--- src/rtl/anim_pkg.sv ---
// Shared playback-mode and sequencer-state encodings for the animation frame sequencer.
package anim_pkg;

  typedef enum logic [1:0] {
    MODE_FWD      = 2'b00,
    MODE_REV      = 2'b01,
    MODE_PINGPONG = 2'b10,
    MODE_ONESHOT  = 2'b11
  } mode_t;

  typedef enum logic [1:0] {
    ST_RUN    = 2'b00,
    ST_PAUSED = 2'b01,
    ST_DONE   = 2'b10
  } state_t;

endpackage

--- src/rtl/anim_next_frame.sv ---
// Combinational advance rule: given the current frame, direction and mode, produce the
// frame/direction that one advance would yield, and flag a one-shot that has run out.
module anim_next_frame
  import anim_pkg::*;
#(
  parameter int NUM_FRAMES = 4,
  parameter int FRAME_W    = 2
) (
  input  logic [FRAME_W-1:0] n,
  input  logic               dir_rev,
  input  mode_t              mode,
  output logic [FRAME_W-1:0] n_next,
  output logic               dir_next,
  output logic               at_end
);

  localparam logic [FRAME_W-1:0] LAST = FRAME_W'(NUM_FRAMES - 1);
  localparam logic [FRAME_W-1:0] ONE  = FRAME_W'(1);

  // Direction only survives in ping-pong; every other mode drives it back to ascending.
  always_comb begin
    n_next   = n;
    dir_next = 1'b0;
    at_end   = 1'b0;
    if (NUM_FRAMES == 1) begin
      n_next = '0;
      at_end = (mode == MODE_ONESHOT);
    end else begin
      case (mode)
        MODE_FWD:      n_next = (n == LAST) ? '0 : n + ONE;
        MODE_REV:      n_next = (n == '0) ? LAST : n - ONE;
        MODE_PINGPONG: begin
          if (!dir_rev) begin
            if (n == LAST) begin
              dir_next = 1'b1;
              n_next   = n - ONE;
            end else begin
              n_next = n + ONE;
            end
          end else begin
            if (n == '0) begin
              n_next = n + ONE;
            end else begin
              dir_next = 1'b1;
              n_next   = n - ONE;
            end
          end
        end
        MODE_ONESHOT: begin
          if (n == LAST) at_end = 1'b1;
          else           n_next = n + ONE;
        end
        default: n_next = n;
      endcase
    end
  end

endmodule

--- src/rtl/anim_frame_sequencer.sv ---
// Animation frame index generator: holds each frame for a programmable number of video
// frames and only ever updates frame_num on a frame tick (or restart), so no mid-scan tearing.
module anim_frame_sequencer
  import anim_pkg::*;
#(
  parameter int NUM_FRAMES = 4,
  parameter int FRAME_W    = 2,
  parameter int HOLD_W     = 6
) (
  input  logic               clk,
  input  logic               reset,
  input  logic               frame_tick,
  input  logic [HOLD_W-1:0]  hold_len,
  input  logic [1:0]         mode,
  input  logic               pause,
  input  logic               step,
  input  logic               restart,
  output logic [FRAME_W-1:0] frame_num,
  output logic               frame_change,
  output logic               done,
  output logic               dir_rev
);

  localparam logic [FRAME_W-1:0] LAST = FRAME_W'(NUM_FRAMES - 1);

  state_t              state, state_n;
  mode_t               mode_s;
  logic [HOLD_W-1:0]   hold_cnt, hold_d, hold_last;
  logic                step_pend, pend_d;
  logic                do_adv, hold_clr, hold_inc;
  logic [FRAME_W-1:0]  nf_n, n_d;
  logic                nf_dir, nf_end, dir_d, done_d;

  assign mode_s    = mode_t'(mode);
  assign hold_last = (hold_len == '0) ? '0 : hold_len - HOLD_W'(1);

  anim_next_frame #(
    .NUM_FRAMES (NUM_FRAMES),
    .FRAME_W    (FRAME_W)
  ) u_next (
    .n        (frame_num),
    .dir_rev  (dir_rev),
    .mode     (mode_s),
    .n_next   (nf_n),
    .dir_next (nf_dir),
    .at_end   (nf_end)
  );

  always_ff @(posedge clk or posedge reset) begin
    if (reset) state <= ST_RUN;
    else       state <= state_n;
  end

  // A tick that coincides with restart is dropped entirely.
  always_comb begin
    state_n  = state;
    do_adv   = 1'b0;
    hold_clr = 1'b0;
    hold_inc = 1'b0;
    if (!restart && frame_tick) begin
      case (state)
        ST_RUN: begin
          if (pause) begin
            state_n = ST_PAUSED;
          end else if (hold_cnt >= hold_last) begin
            hold_clr = 1'b1;
            do_adv   = 1'b1;
          end else begin
            hold_inc = 1'b1;
          end
        end
        ST_PAUSED: begin
          if (step_pend || step) begin
            do_adv   = 1'b1;
            hold_clr = 1'b1;
          end
          if (!pause) state_n = ST_RUN;
        end
        ST_DONE: begin
          if (mode_s != MODE_ONESHOT) begin
            state_n  = ST_RUN;
            hold_clr = 1'b1;
          end
        end
        default: state_n = ST_RUN;
      endcase
      if (do_adv && nf_end) state_n = ST_DONE;
    end
    if (restart) state_n = pause ? ST_PAUSED : ST_RUN;
  end

  always_comb begin
    n_d    = frame_num;
    dir_d  = dir_rev;
    done_d = done;
    hold_d = hold_cnt;
    pend_d = (state == ST_PAUSED && state_n == ST_PAUSED && !do_adv) ? (step_pend | step) : 1'b0;
    if (restart) begin
      n_d    = (mode_s == MODE_REV) ? LAST : '0;
      dir_d  = 1'b0;
      done_d = 1'b0;
      hold_d = '0;
      pend_d = 1'b0;
    end else begin
      if (hold_clr)      hold_d = '0;
      else if (hold_inc) hold_d = hold_cnt + HOLD_W'(1);
      if (do_adv) begin
        if (nf_end) begin
          done_d = 1'b1;
        end else begin
          n_d   = nf_n;
          dir_d = nf_dir;
        end
      end
      if (state == ST_DONE && state_n == ST_RUN) done_d = 1'b0;
    end
  end

  always_ff @(posedge clk or posedge reset) begin
    if (reset) begin
      frame_num    <= '0;
      hold_cnt     <= '0;
      dir_rev      <= 1'b0;
      frame_change <= 1'b0;
      done         <= 1'b0;
      step_pend    <= 1'b0;
    end else begin
      frame_num    <= n_d;
      hold_cnt     <= hold_d;
      dir_rev      <= dir_d;
      frame_change <= (n_d != frame_num);
      done         <= done_d;
      step_pend    <= pend_d;
    end
  end

endmodule

--- config.mk ---
export PLATFORM = sky130hd
export DESIGN_NAME = anim_frame_sequencer
export DESIGN_NICKNAME = d
export VERILOG_FILES = /design/src/rtl/anim_pkg.sv /design/src/rtl/anim_next_frame.sv /design/src/rtl/anim_frame_sequencer.sv
export SDC_FILE = /design/constraint.sdc
export NUM_CORES = 1
export LEC_CHECK = 0
export BUFFER_PORTS_ARGS = -buffer_cell sky130_fd_sc_hd__buf_2
export CAP_MARGIN = 20
export CORE_MARGIN = 4
export CORE_UTILIZATION = 40
export CTS_BUF_LIST = sky130_fd_sc_hd__clkbuf_4
export DETAILED_ROUTE_END_ITERATION = 12
export GPL_ROUTABILITY_DRIVEN = 0
export MAX_ROUTING_LAYER = met4
export PLACE_DENSITY = 0.69
export SLEW_MARGIN = 20
export SYNTH_ARGS = -nofsm -noshare
export SYNTH_HDL_FRONTEND = slang
export SYNTH_HIERARCHICAL = 1
export SYNTH_SLANG_ARGS = --single-unit
--- constraint.sdc ---
create_clock -name clk -period 6.3 [get_ports clk]
set_clock_uncertainty 0.2 [all_clocks]
set_input_delay 1.26 -clock clk [delete_from_list [all_inputs] [get_ports clk]]
set_output_delay 1.26 -clock clk [all_outputs]
set_load 0.01 [all_outputs]
==> metrics.log <==
[metrics] status: finished, final reports clean
[metrics] final net count: between 150 and 200
[metrics] Clk Latency, worst-skew pair: ~0.28 ns
[metrics] setup-violating endpoint count in the final report: 0
[metrics] number of buffer cells added on primary ports: 18
[metrics] syn nets: 170
[metrics] Row Count: 19
[metrics] Critical Path Start Type: primary input
[metrics] commonest non-fill, non-tap cells in the layout: sky130_fd_sc_hd__buf_2, sky130_fd_sc_hd__dfrtp_1, sky130_fd_sc_hd__inv_1
[metrics] post-synthesis instance total: between 100 and 150
[metrics] maximum capacitance violations: 0
[metrics] biggest cell delay along the critical path: roughly 0.37 ns
[metrics] most common cell after layout, fill and taps aside: sky130_fd_sc_hd__buf_2
[metrics] vias after detailed routing: ~1100
[metrics] area of the die: around 4000 sq um
[metrics] worst path buffer plus inverter count: 2
[metrics] worst-case headroom to the max-slew limit: 34.9%
[metrics] height of the die: between 60 and 70 microns
[metrics] dominant synthesized flop cell: sky130_fd_sc_hd__dfrtp_1
[metrics] starting density of the core: 43.2%
[metrics] cell at the slowest stage of the critical path: sky130_fd_sc_hd__or3_1
[metrics] flops & latches, synth: 14
[metrics] vias per cell: around 5.7
[metrics] per-instance average area after synthesis: about 8.4 sq um
[metrics] Resize count post-CTS: 0
[metrics] number of global-route vias before repair: approximately 1100
[metrics] total gr overflow: 0
[metrics] Post-CTS Setup Inserts: 0
[metrics] CP max FO: 4
[metrics] Cell Area, Placed: 1340 sq um
[metrics] Highest Clock Rate: between 0.2 and 0.3 GHz
[metrics] number of warnings printed during yosys synthesis: 6
[metrics] H-tree levels: 1
[metrics] hold slack: 0.318 ns
[metrics] kind of end point of the critical path: register
[metrics] Peak VDD IR: between 0.08 and 0.09 mV
[metrics] Int Pwr: between 100 and 150 uW
[metrics] fraction of the yosys area taken by sequential cells: roughly 29%
[metrics] unrepaired setup endpoints after global routing: false
[metrics] setup tns final: 0 ns
[metrics] Die W: between 60 and 70 microns
[metrics] final-report hold violation count: 0
[metrics] number of antenna violations at the first check in global routing: 0
[metrics] cell area after synthesis: 1220 sq um
[metrics] remaining routing DRC violations: 0
[metrics] Switching Share: between 30% and 40%
[metrics] largest net degree at the start of global routing: 15
[metrics] DR WL/cell: 14.0 microns
[metrics] series of cell instances along the critical path: buf_2 > inv_1 > ha_1 > nand2_1 > or3_1 > and2_1 > ha_1 > nand2b_1 > a21oi_1 > o2111ai_1 > or3_1 > a211oi_1
[metrics] count of hold-fix buffers inserted at cts: 0
[metrics] Top Family by Delay on Critical Path: simple AND/OR/NAND/NOR gates
[metrics] portion of total power attributed to the clock network: approximately a quarter
[metrics] number of buffers created by CTS: 3
[metrics] worst min-delay path class: register to register
[metrics] number of inserted diodes: 0
[metrics] number of pins exceeding their max-slew limit in the final report: 0
[metrics] post-synth cell types: 43
[metrics] data arrival time of the critical path: roughly 3.8 ns
[metrics] reported leakage power: between 0.0006 and 0.0007 uW
[metrics] number of antenna-violating nets in the routed design: 0
[metrics] ratio of final minimum period to clock period: about three fifths
[metrics] CORE AREA: roughly 2800 sq um
[metrics] worst-margin pin slew: approximately 0.97 ns
[metrics] Sink Count: 14
[metrics] first-pass GRT wire length: about 5000 microns
[metrics] TritonCTS clock tree: built
[metrics] CTS clk-pin slew, worst paths: 0.08 ns
[metrics] sequential power share: between 40 and 50%
[metrics] io pins: 19
[metrics] clock period minus worst slack: 3.82 ns
[metrics] combinational power share: between 20% and 30%
[metrics] Post-synth ARST share: between 90% and 100%
[metrics] post-route cell area: 1360 sq um
[metrics] routed wire length: 2720 microns
[metrics] First DRT Iteration DRCs: 30
[metrics] GRT Resource Usage Total: around 15%
[metrics] Worst Setup Path Type: primary input to register
[metrics] synth-to-layout area growth: 11.6%
[metrics] share of cells above drive strength 1: ~15%
[metrics] cell at the root of the clock tree: sky130_fd_sc_hd__clkbuf_4
[metrics] Worst EP required: ~6.3 ns
[metrics] clock tree buffer depth: 2
[metrics] hpwl dp: between 2000 and 2500 microns
[metrics] PD cells: 152 nW/um^2
[metrics] net switching power figure: just under 70 uW
[metrics] Pre-antenna DRT Iters: 4
[metrics] number of flops mapped to enable cells by yosys: 0
[metrics] total of fill cells in the finished design: roughly 280
## registers in the layout, indices dropped and copies added (netlist names)
register	flops
dir_rev	1
done	1
frame_change	1
frame_num	2
hold_cnt	6
state	2
step_pend	1
## area by class of cell
cell class / instances / area [sq um] / share of cell area, %
well taps: 31 / 38.8 / 2.84
repair buffers: 18 / 90.1 / 6.61
flip-flops and latches: 14 / 350 / 25.7
clock buffers: 3 / 22.5 / 1.65
multi-input cells: 116 / 813 / 59.6
inverters: 13 / 48.8 / 3.58
## layer usage
layer | share of wire (%) | GRT usage [%] | up-vias
li1 | - | - | 570
met5 | 0 | - | -
met2 | 51 | 26.4 | 21
met1 | 45 | 17.8 | 513
met4 | 1.0 | 4.04 | 0
met3 | 3.6 | 2.13 | 2
## through the flow
| step | total power (uW) | utilization [%] | setup WS [ns] | instances |
|---|---|---|---|---|
| floorplan | 139 | - | 2.53 | 145 |
| global placement | 154 | 47.4 | 2.33 | 192 |
| detailed placement | 157 | 47.4 | 2.19 | 192 |
| CTS | 208 | 48.2 | 2.48 | 195 |
| global route | 221 | 48.2 | 2.28 | 195 |
| finish | 207 | 48.2 | 2.48 | 195 |
## power by group through the flow
stage                     clock network (uW)  logic (uW)  registers, uW
after floorplan                            0        39.5           99.9
after global placement                     0        55.4           99.1
after detailed placement                   0        57.8           99.4
after CTS                               52.1        58.0           97.6
after global routing                    55.4        66.9           98.4
final                                   51.2        58.0           97.5
## path summary, 6_finish.rpt
path / endpoint / slack, ns / cells after the start / from
setup / recovery: hold_cnt[2]$_DFFE_PP0P_ / 2.48 / 12 / hold_len[0]
hold / removal: done$_DFFE_PP0P_ / 0.32 / 2 / done$_DFFE_PP0P_
setup reg to reg: hold_cnt[2]$_DFFE_PP0P_ / 4.00 / 7 / hold_cnt[0]$_DFFE_PP0P_
hold reg to reg: done$_DFFE_PP0P_ / 0.32 / 2 / done$_DFFE_PP0P_
max in group asynchronous: hold_cnt[0]$_DFFE_PP0P_ / 4.73 / 2 / reset
min in group asynchronous: frame_num[0]$_DFF_PP0_ / 0.81 / 2 / reset
## cells by family (layout without fill, tap and decap cells)
| kind of cell | Yosys count | in the layout | synth area share, % |
|---|---|---|---|
| XOR/XNOR | 9 | 9 | 6.45 |
| AND/OR/NAND/NOR | 55 | 55 | 24.7 |
| adder cells (fa/ha/maj) | 11 | 11 | 11.3 |
| AO/OA/AOI/OAI | 37 | 37 | 20.9 |
| multiplexers | 4 | 4 | 3.28 |
| flip-flops | 14 | 14 | 28.7 |
| buffers and inverters | 15 | 34 | 4.81 |
## worst min-delay path: cells and delay by family (launching register included)
kind / cells / cell delay (ns)
DFF: 1 / 0.38
AOI/OAI and AO/OA: 1 / 0.05
buffers and inverters: 1 / 0.05
## cells in the mapped netlist, drive strengths merged (3+ instances only)
library cell,count,share of area [%]
a21oi,9,3.7
dfrtp,14,29
ha,11,11
inv,13,4.0
mux2i,4,3.3
nand2,12,3.7
nand2b,3,1.5
nand4,3,1.5
nor2,7,2.1
nor3,11,4.9
o211ai,3,1.8
o21a,3,1.8
o21ai,6,2.5
or3,3,1.9
xnor2,4,2.9
xor2,5,3.6
No activity file was read; power rests on OpenSTA's default activity.
